--- config.mk ---
export PLATFORM = sky130hd
export DESIGN_NAME = dc_mem_bridge
export DESIGN_NICKNAME = d
export VERILOG_FILES = /design/src/rtl/dc_mem_bridge.sv
export SDC_FILE = /design/constraint.sdc
export NUM_CORES = 2
export LEC_CHECK = 0
export ABC_AREA = 1
export CAP_MARGIN = 15
export CORE_MARGIN = 8
export CORE_UTILIZATION = 54
export DETAILED_ROUTE_END_ITERATION = 8
export PLACE_DENSITY = 0.8
export SLEW_MARGIN = 20
export SYNTH_ARGS = -nofsm -noshare
export SYNTH_HDL_FRONTEND = slang
export SYNTH_SLANG_ARGS = --single-unit
--- constraint.sdc ---
create_clock -name clk -period 4.8 [get_ports clk]
set_input_delay 0.96 -clock clk [delete_from_list [all_inputs] [get_ports clk]]
set_output_delay 0.96 -clock clk [all_outputs]
set_load 0.01 [all_outputs]
--- src/rtl/dc_mem_bridge.sv ---
// Data-cache line bridge: queues LSU line reads/writes in order and issues them one at a time
// on a 128-bit memory command interface. Define DC_MEM_BRIDGE_PERF_EN to add perf counters.
module dc_mem_bridge #(
    parameter int unsigned QAW = 2
) (
    input  logic         clk,
    input  logic         rst,
    input  logic         dcw_start_rq,
    input  logic [31:0]  dcw_in_addr,
    input  logic [15:0]  dcw_in_mask,
    input  logic [127:0] dcw_in_data,
    output logic         dcw_finish_wresp,
    input  logic         dcr_start_rq,
    input  logic [31:0]  dcr_rin_addr,
    input  logic         rqfull_1,
    output logic [127:0] rdat_m_data,
    output logic         rdat_m_valid,
    output logic         finish_mrd,
    output logic         bridge_busy,
    output logic         q_almost_full,
    output logic         ovf_err,
    output logic         mem_cmd_valid,
    input  logic         mem_cmd_ready,
    output logic         mem_cmd_we,
    output logic [27:0]  mem_addr,
    output logic [15:0]  mem_wmask,
    output logic [127:0] mem_wdata,
    input  logic         mem_wresp_valid,
    input  logic         mem_rdata_valid,
`ifdef DC_MEM_BRIDGE_PERF_EN
    output logic [31:0]  perf_wr_cnt,
    output logic [31:0]  perf_rd_cnt,
    output logic [31:0]  perf_wait_cnt,
`endif
    input  logic [127:0] mem_rdata
);

    localparam int unsigned Depth  = 1 << QAW;
    localparam int unsigned EntryW = 1 + 28 + 16 + 128;
    localparam logic [QAW:0] QDepth = {1'b1, {QAW{1'b0}}};

    typedef enum logic [1:0] {StIdle, StIssue, StWaitWr, StWaitRd} state_e;

    state_e              state_q, state_d;
    logic [EntryW-1:0]   fifo_q [Depth];
    logic [QAW:0]        count_q, count_d, count_after_pop;
    logic [QAW-1:0]      wr_ptr_q, wr_ptr_d, rd_ptr_q, rd_ptr_d, rd_slot;
    logic                pop, push_w, push_r;
    logic [EntryW-1:0]   w_entry, r_entry, head;
    logic                ovf_q, ovf_d;
    logic                cmd_we_q, cmd_we_d;
    logic [27:0]         cmd_addr_q, cmd_addr_d;
    logic [15:0]         cmd_mask_q, cmd_mask_d;
    logic [127:0]        cmd_data_q, cmd_data_d;
    logic                wfin_q, wfin_d;
    logic                rvalid_q, rvalid_d;
    logic [127:0]        rdat_q, rdat_d;

    // Sub-line address bits and the core's queue-full hint carry no information here.
    logic unused_inputs;
    assign unused_inputs = ^{rqfull_1, dcw_in_addr[3:0], dcr_rin_addr[3:0]};

    assign w_entry = {1'b1, dcw_in_addr[31:4], dcw_in_mask, dcw_in_data};
    assign r_entry = {1'b0, dcr_rin_addr[31:4], 16'h0000, 128'h0};
    assign head    = fifo_q[rd_ptr_q];

    // Queue bookkeeping: a same-edge pop frees its slot, the write is pushed before the read.
    always_comb begin
        pop             = (state_q == StIdle) && (count_q != '0);
        count_after_pop = count_q - (QAW+1)'(pop);
        push_w          = dcw_start_rq && (count_after_pop != QDepth);
        push_r          = dcr_start_rq && ((count_after_pop + (QAW+1)'(push_w)) != QDepth);
        count_d         = count_after_pop + (QAW+1)'(push_w) + (QAW+1)'(push_r);
        wr_ptr_d        = wr_ptr_q + QAW'(push_w) + QAW'(push_r);
        rd_ptr_d        = rd_ptr_q + QAW'(pop);
        rd_slot         = push_w ? (wr_ptr_q + QAW'(1)) : wr_ptr_q;
        ovf_d           = ovf_q | (dcw_start_rq & ~push_w) | (dcr_start_rq & ~push_r);
    end

    always_ff @(posedge clk) begin
        if (push_w) fifo_q[wr_ptr_q] <= w_entry;
        if (push_r) fifo_q[rd_slot] <= r_entry;
    end

    always_comb begin
        state_d    = state_q;
        cmd_we_d   = cmd_we_q;
        cmd_addr_d = cmd_addr_q;
        cmd_mask_d = cmd_mask_q;
        cmd_data_d = cmd_data_q;
        wfin_d     = 1'b0;
        rvalid_d   = 1'b0;
        rdat_d     = rdat_q;
        case (state_q)
            StIdle: begin
                if (count_q != '0) begin
                    state_d = StIssue;
                    {cmd_we_d, cmd_addr_d, cmd_mask_d, cmd_data_d} = head;
                end
            end
            StIssue: begin
                if (mem_cmd_ready) state_d = cmd_we_q ? StWaitWr : StWaitRd;
            end
            StWaitWr: begin
                if (mem_wresp_valid) begin
                    wfin_d  = 1'b1;
                    state_d = StIdle;
                end
            end
            StWaitRd: begin
                if (mem_rdata_valid) begin
                    rvalid_d = 1'b1;
                    rdat_d   = mem_rdata;
                    state_d  = StIdle;
                end
            end
            default: state_d = StIdle;
        endcase
    end

    always_ff @(posedge clk) begin
        if (rst) begin
            state_q    <= StIdle;
            count_q    <= '0;
            wr_ptr_q   <= '0;
            rd_ptr_q   <= '0;
            ovf_q      <= 1'b0;
            cmd_we_q   <= 1'b0;
            cmd_addr_q <= '0;
            cmd_mask_q <= '0;
            cmd_data_q <= '0;
            wfin_q     <= 1'b0;
            rvalid_q   <= 1'b0;
            rdat_q     <= '0;
        end else begin
            state_q    <= state_d;
            count_q    <= count_d;
            wr_ptr_q   <= wr_ptr_d;
            rd_ptr_q   <= rd_ptr_d;
            ovf_q      <= ovf_d;
            cmd_we_q   <= cmd_we_d;
            cmd_addr_q <= cmd_addr_d;
            cmd_mask_q <= cmd_mask_d;
            cmd_data_q <= cmd_data_d;
            wfin_q     <= wfin_d;
            rvalid_q   <= rvalid_d;
            rdat_q     <= rdat_d;
        end
    end

    assign dcw_finish_wresp = wfin_q;
    assign rdat_m_valid     = rvalid_q;
    assign finish_mrd       = rvalid_q;
    assign rdat_m_data      = rdat_q;
    assign ovf_err          = ovf_q;
    assign bridge_busy      = (count_q != '0) || (state_q != StIdle);
    assign q_almost_full    = (QDepth - count_q) < (QAW+1)'(2);
    assign mem_cmd_valid    = (state_q == StIssue);
    assign mem_cmd_we       = cmd_we_q;
    assign mem_addr         = cmd_addr_q;
    assign mem_wmask        = cmd_mask_q;
    assign mem_wdata        = cmd_data_q;

`ifdef DC_MEM_BRIDGE_PERF_EN
    logic [31:0] perf_wr_q, perf_wr_d, perf_rd_q, perf_rd_d, perf_wait_q, perf_wait_d;

    always_comb begin
        perf_wr_d   = perf_wr_q;
        perf_rd_d   = perf_rd_q;
        perf_wait_d = perf_wait_q;
        if (wfin_q && (perf_wr_q != '1)) perf_wr_d = perf_wr_q + 32'd1;
        if (rvalid_q && (perf_rd_q != '1)) perf_rd_d = perf_rd_q + 32'd1;
        if ((state_q == StIssue) && !mem_cmd_ready && (perf_wait_q != '1)) begin
            perf_wait_d = perf_wait_q + 32'd1;
        end
    end

    always_ff @(posedge clk) begin
        if (rst) begin
            perf_wr_q   <= '0;
            perf_rd_q   <= '0;
            perf_wait_q <= '0;
        end else begin
            perf_wr_q   <= perf_wr_d;
            perf_rd_q   <= perf_rd_d;
            perf_wait_q <= perf_wait_d;
        end
    end

    assign perf_wr_cnt   = perf_wr_q;
    assign perf_rd_cnt   = perf_rd_q;
    assign perf_wait_cnt = perf_wait_q;
`endif

endmodule

**After elaboration in Yosys (flattened, before gate mapping)**

Memories as Yosys holds them, arrays and structs flattened. A register that Yosys moved wholly into a read port is not among the register bits.
Cells that the tools add are included.

- RAM bits: 692
- Bits in registers: 140
- Input bits: 344
- Word-level logic and storage cells: 60
- Output and inout bits: 308
- Memories: 1

Memories:

| memory | words | bits a word | read ports | clocked after memory_dff | write ports | line | RTL |
|---|---|---|---|---|---|---|---|
| fifo_q | 4 | 173 | 1 | 1 | 2 | 45 | `logic [EntryW-1:0] fifo_q [Depth];` |

- Mux-type cells: 13
- Bitwise operators: 8
- Magnitude comparators: 1
- Reductions and logical operators: 12
- Equal/unequal tests: 9
- Add/sub/neg operators: 8

Operators with widths:

| cell | number |
|---|---|
| 2-to-1 mux 2 bit | 5 |
| one-hot mux 2 bit (4 select lines) | 1 |
| 2-to-1 mux 1 bit | 7 |
| adder 2 x 1 -> 2 bit | 3 |
| adder 3 x 1 -> 3 bit | 2 |
| inequality test 3 bit (second input constant) | 2 |
| == test 2 bit (second input constant) | 2 |
| inequality test 2 x 1 -> 1 bit (second input constant) | 2 |
| inequality test 2 bit (second input constant) | 2 |
| NOT 1 bit | 4 |
| AND reduction 2 bit | 2 |
| AND reduction 4 bit | 1 |
| OR reduction 2 bit | 2 |
| logical AND 1 bit | 3 |
| less-than comparator 3 x 2 -> 1 bit (second input constant) | 1 |
| nonzero test 3 bit | 1 |
| subtractor 3 x 1 -> 3 bit | 1 |
| subtractor 3 bit (first input constant) | 1 |
| adder 2 x 1 -> 2 bit (second input constant) | 1 |
| bitwise AND 1 bit | 2 |
| == test 2 x 1 -> 1 bit (second input constant) | 1 |
| zero test 2 bit | 1 |
| bitwise OR 1 bit | 2 |
| nonzero test 2 bit | 1 |
| logical OR 1 bit | 1 |

**Logic depth before layout (Yosys ltp)**

- Depth in word-level cells: 11
- Depth in mapped cells: 23
- Depth with buffers taken out: 19

**Worst setup path after synthesis**

Ideal clock, no wire load.

- Kind: register to register
- Start point: register count_q[0]
- End point: memory fifo_q[0][144] in the netlist's numbering (enable)
- Path slack: 0.994 ns
- Buffers on the path: 4
- Clock period less this slack: 3.806 ns
- Data required time: 4.415 ns
- Setup time: 0.385 ns
- Cell stages (with the launch flop): 19
- Data arrival time: 3.421 ns
- Cells stage by stage: dfxtp_1 -> inv_1 -> ha_1 -> ha_1 -> inv_1 -> nand2_2 -> clkbuf_1 -> clkbuf_1 -> nor2_1 -> ha_1 -> inv_1 -> ha_1 -> xor2_1 -> nor2_1 -> a21oi_4 -> nand2_1 -> buf_2 -> buf_2 -> nand2_1

RTL lines:

| element | line | RTL |
|---|---|---|
| start: declaration | 46 | `logic [QAW:0] count_q, count_d, count_after_pop;` |
| start signal: assignment | 137 | `count_q <= count_d;` |
| end: declaration | 45 |  |

==> flow_metrics.env <==
export IMPL_final_nets=6458
export IMPL_place_ws_ns=0.730
export IMPL_fin_tns_setup_ns=0
export IMPL_instances_no_fill=7272
export IMPL_wl_met2_mm=72.2
export IMPL_crit_end="fifo_q[2][63]"
export IMPL_fmax_mhz=238
export IMPL_worst_r2r_setup_slack_ns=0.60
export IMPL_drt_total_wl_mm=150
export IMPL_drive_gt1_frac=0.0441
export IMPL_arrival_ns=4.76
export IMPL_skew_ns=0.0303
export IMPL_grt_pass1_vias=39900
export IMPL_cts_max_level=3
export IMPL_synth_area_um2=43000
export IMPL_yosysSeqAreaShare=0.494
export IMPL_clock_tree_buffer_depth=3
export IMPL_startpoint_type="flip-flop"
export IMPL_rr_endpoint="fifo_q[2][63]"
export IMPL_setup_violations=0
export IMPL_clock_sinks=1005
export IMPL_min_period_over_period=0.876
export IMPL_leakage_nw=21.4
export IMPL_numPlacedInstances=7047
export IMPL_layout_min_cycle_time_ns=4.20
export IMPL_coreArea_um2=78900
export IMPL_highest_layer="met5"
export IMPL_synth_main_ff_cell="dfxtp_1"
export IMPL_setup_ws_ns=0.597
export IMPL_syn_avg_cell_area_um2=7.41
export IMPL_vias_per_cell=5.89
export IMPL_cts_repair_resized=0
export IMPL_finish_utilization=0.672
export IMPL_overflow=0
export IMPL_drc=0
export IMPL_dr_wl_met3_mm=15.1
export IMPL_hold_viol_final=0
export IMPL_synth_area_top_cells="dfxtp_1 (42%), a21oi_1 (8.3%), nand3_1 (8.1%)"
export IMPL_wl_per_cell_um=20.6
export IMPL_path_class="reg2reg"
export IMPL_postCtsSetupBuffers=0
export IMPL_status="complete, no violations"
export IMPL_worst_pin_slew_ns=1.18
export IMPL_powerDensity_nw_per_um2=705
export IMPL_report_final_slew_viol_count=0
export IMPL_async_flop_share=0
export IMPL_hp_start="rdat_m_data[124]"
export IMPL_synth_commonest_cells="dfxtp_1 (893), nand2_1 (833), nor2_1 (820), a21oi_1 (713), nand3_1 (694)"
export IMPL_clock_latency_ns=0.66
export IMPL_yosysWarnings=0
export IMPL_crit_start="count_q[0]"
export IMPL_cts_tree="yes"
export IMPL_nFillCells=6448
export IMPL_dieHeight_um=298
export IMPL_placed_area_um2=49300
export IMPL_areaGrowthSynthToFinish_pct=23.4
export IMPL_drt_met1_wl_mm=56.4
export IMPL_clk_pin_slew_worst_paths_ns=0.06
export IMPL_cp_max_fo=78
export IMPL_synth_most_common_cell="dfxtp_1"
export IMPL_die_area_um2=88800
export IMPL_first_pass_iters=6
export IMPL_cp_end_kind="flip-flop"
export IMPL_antenna_found_initial=40
export IMPL_synth_top_area_share=0.416
export IMPL_synth_edf_count=112
export IMPL_cts_buffers=103
export IMPL_vias=42800
export IMPL_yosys_cell_types_count=27
export IMPL_root_buffer="clkbuf_16"
export IMPL_start_util=0.545
export IMPL_rsz0062_at_grt="no"
export IMPL_timing_rr_start="count_q[0]"
export IMPL_peakVddDrop_mv=0.678
export IMPL_synth_seq_cells=1005
export IMPL_ios=652
export IMPL_syn_num_nets=6152
export IMPL_rows=103
export IMPL_numPortBuffers=642
export IMPL_grt_max_degree=285
export IMPL_grt_pass1_wl_mm=228
export IMPL_relSlewSlack=0.213
export IMPL_reg2reg_depth=17
export IMPL_cap_violations=0
export IMPL_ant_nets=0
export IMPL_hp_class="reg2reg"
export IMPL_worst_ep_required_time_ns=5.36
export IMPL_drt_iter0_drc=4994
export IMPL_stdcell_area_um2=53000
export IMPL_synth_largest_area_cell="dfxtp_1"
export IMPL_ctsHoldBuffers=0
export IMPL_dieWidth_um=298
export IMPL_synthCells=5797
export IMPL_place_congestion=0.828
export IMPL_hpwl_mm=85.6
export IMPL_grt_total_usage=0.315
-- worst max-delay path, stage by stage, from the launching register on --
cell and delay (ns):
dfxtp_1 0.35, inv_1 0.06, ha_1 0.19, ha_1 0.20, inv_1 0.16, nand2_8 0.25, nor2_1 0.17, ha_1 0.18
nand2_1 0.05, nand2_1 0.10, nor2_1 0.08, nand2_4 0.11, nand2_4 0.10, inv_8 0.38, buf_4 0.63, buf_4 0.66
nand3_1 0.14, a21oi_1 0.20
-- routing by layer --
metal	GRT usage	vias up
met5	0	-
met4	0.164	4
met3	0.0630	402
met2	0.526	2570
met1	0.382	20000
li1	-	19900
-- where the power goes --
| group | leakage, nW | switching (mW) | internal, mW | total, mW |
|---|---|---|---|---|
| clock | 1.74 | 3.45 | 5.03 | 8.48 |
| combinational | 11.2 | 10.3 | 5.25 | 15.6 |
| sequential | 8.45 | 1.49 | 11.8 | 13.3 |
-- flip-flops by register name, summed over array words and instances (netlist names) --
| register | cells |
|---|---|
| rdat_m_data | 128 |
| rd_ptr_q | 2 |
| mem_wdata | 128 |
| mem_cmd_we | 1 |
| dcw_finish_wresp | 1 |
| state_q | 2 |
| mem_wmask | 16 |
| count_q | 3 |
| ovf_err | 1 |
| finish_mrd | 1 |
| mem_addr | 28 |
| fifo_q | 692 |
| wr_ptr_q | 2 |
-- metrics by stage --
step	total power, mW	hold slack (ns)
after detailed placement	28.6	0.434
final	37.4	0.443
after floorplan	23.2	0.422
after global routing	39.4	0.454
after CTS	37.1	0.444
after global placement	28.2	0.430
-- cell families (layout without fill, tap and decap cells) --
kind of cell,count (synthesis),after routing,share of synthesized area
other,0,37,0
AO/OA/AOI/OAI,1544,1544,0.185
AND/OR/NAND/NOR,2360,2360,0.229
adder cells (fa/ha/maj),11,11,0.00338
buffers and inverters,874,1262,0.0872
flip-flops,1005,1005,0.494
XOR/XNOR,3,3,0.000612
-- placed cells by master, fill, tap and decap left out, drive strengths merged --
cell type | synthesis | routed
ha | 10 | 10
clkdlybuf4s50 | 0 | 641
inv | 358 | 362
nand3 | 694 | 694
clkbuf | 278 | 142
nand2 | 841 | 841
o21ai | 654 | 654
bufinv | 0 | 14
xor2 | 3 | 3
clkinvlp | 0 | 6
a21oi | 714 | 714
o31ai | 1 | 1
clkinv | 0 | 21
buf | 238 | 76
o22ai | 173 | 173
o21a | 1 | 1
fa | 1 | 1
nor2 | 825 | 825
edfxtp | 112 | 112
o21bai | 1 | 1
diode | 0 | 37
dfxtp | 893 | 893
-- cell type report --
class	instances	area (um^2)	area share
Antenna cell	37	92.6	0.00175
Clock buffer	142	2930	0.0552
Clock inverter	45	657	0.0124
Inverter	358	1370	0.0258
Multi-Input combinational cell	3918	18100	0.341
Sequential cell	1005	21200	0.401
Tap cell	1050	1310	0.0248
Timing Repair Buffer	717	7310	0.138
-- how the worst min path moves through the flow --
stage | to | cells past startpoint
2_1_floorplan | fifo_q[0][172] | 2
6_report | rdat_m_data[124] | 2
4_1_cts | rdat_m_data[75] | 2
3_3_place_gp | fifo_q[0][172] | 2
5_1_grt | rdat_m_data[62] | 2
3_5_place_dp | rdat_m_data[21] | 2
Power figures use the tool's default switching activity.
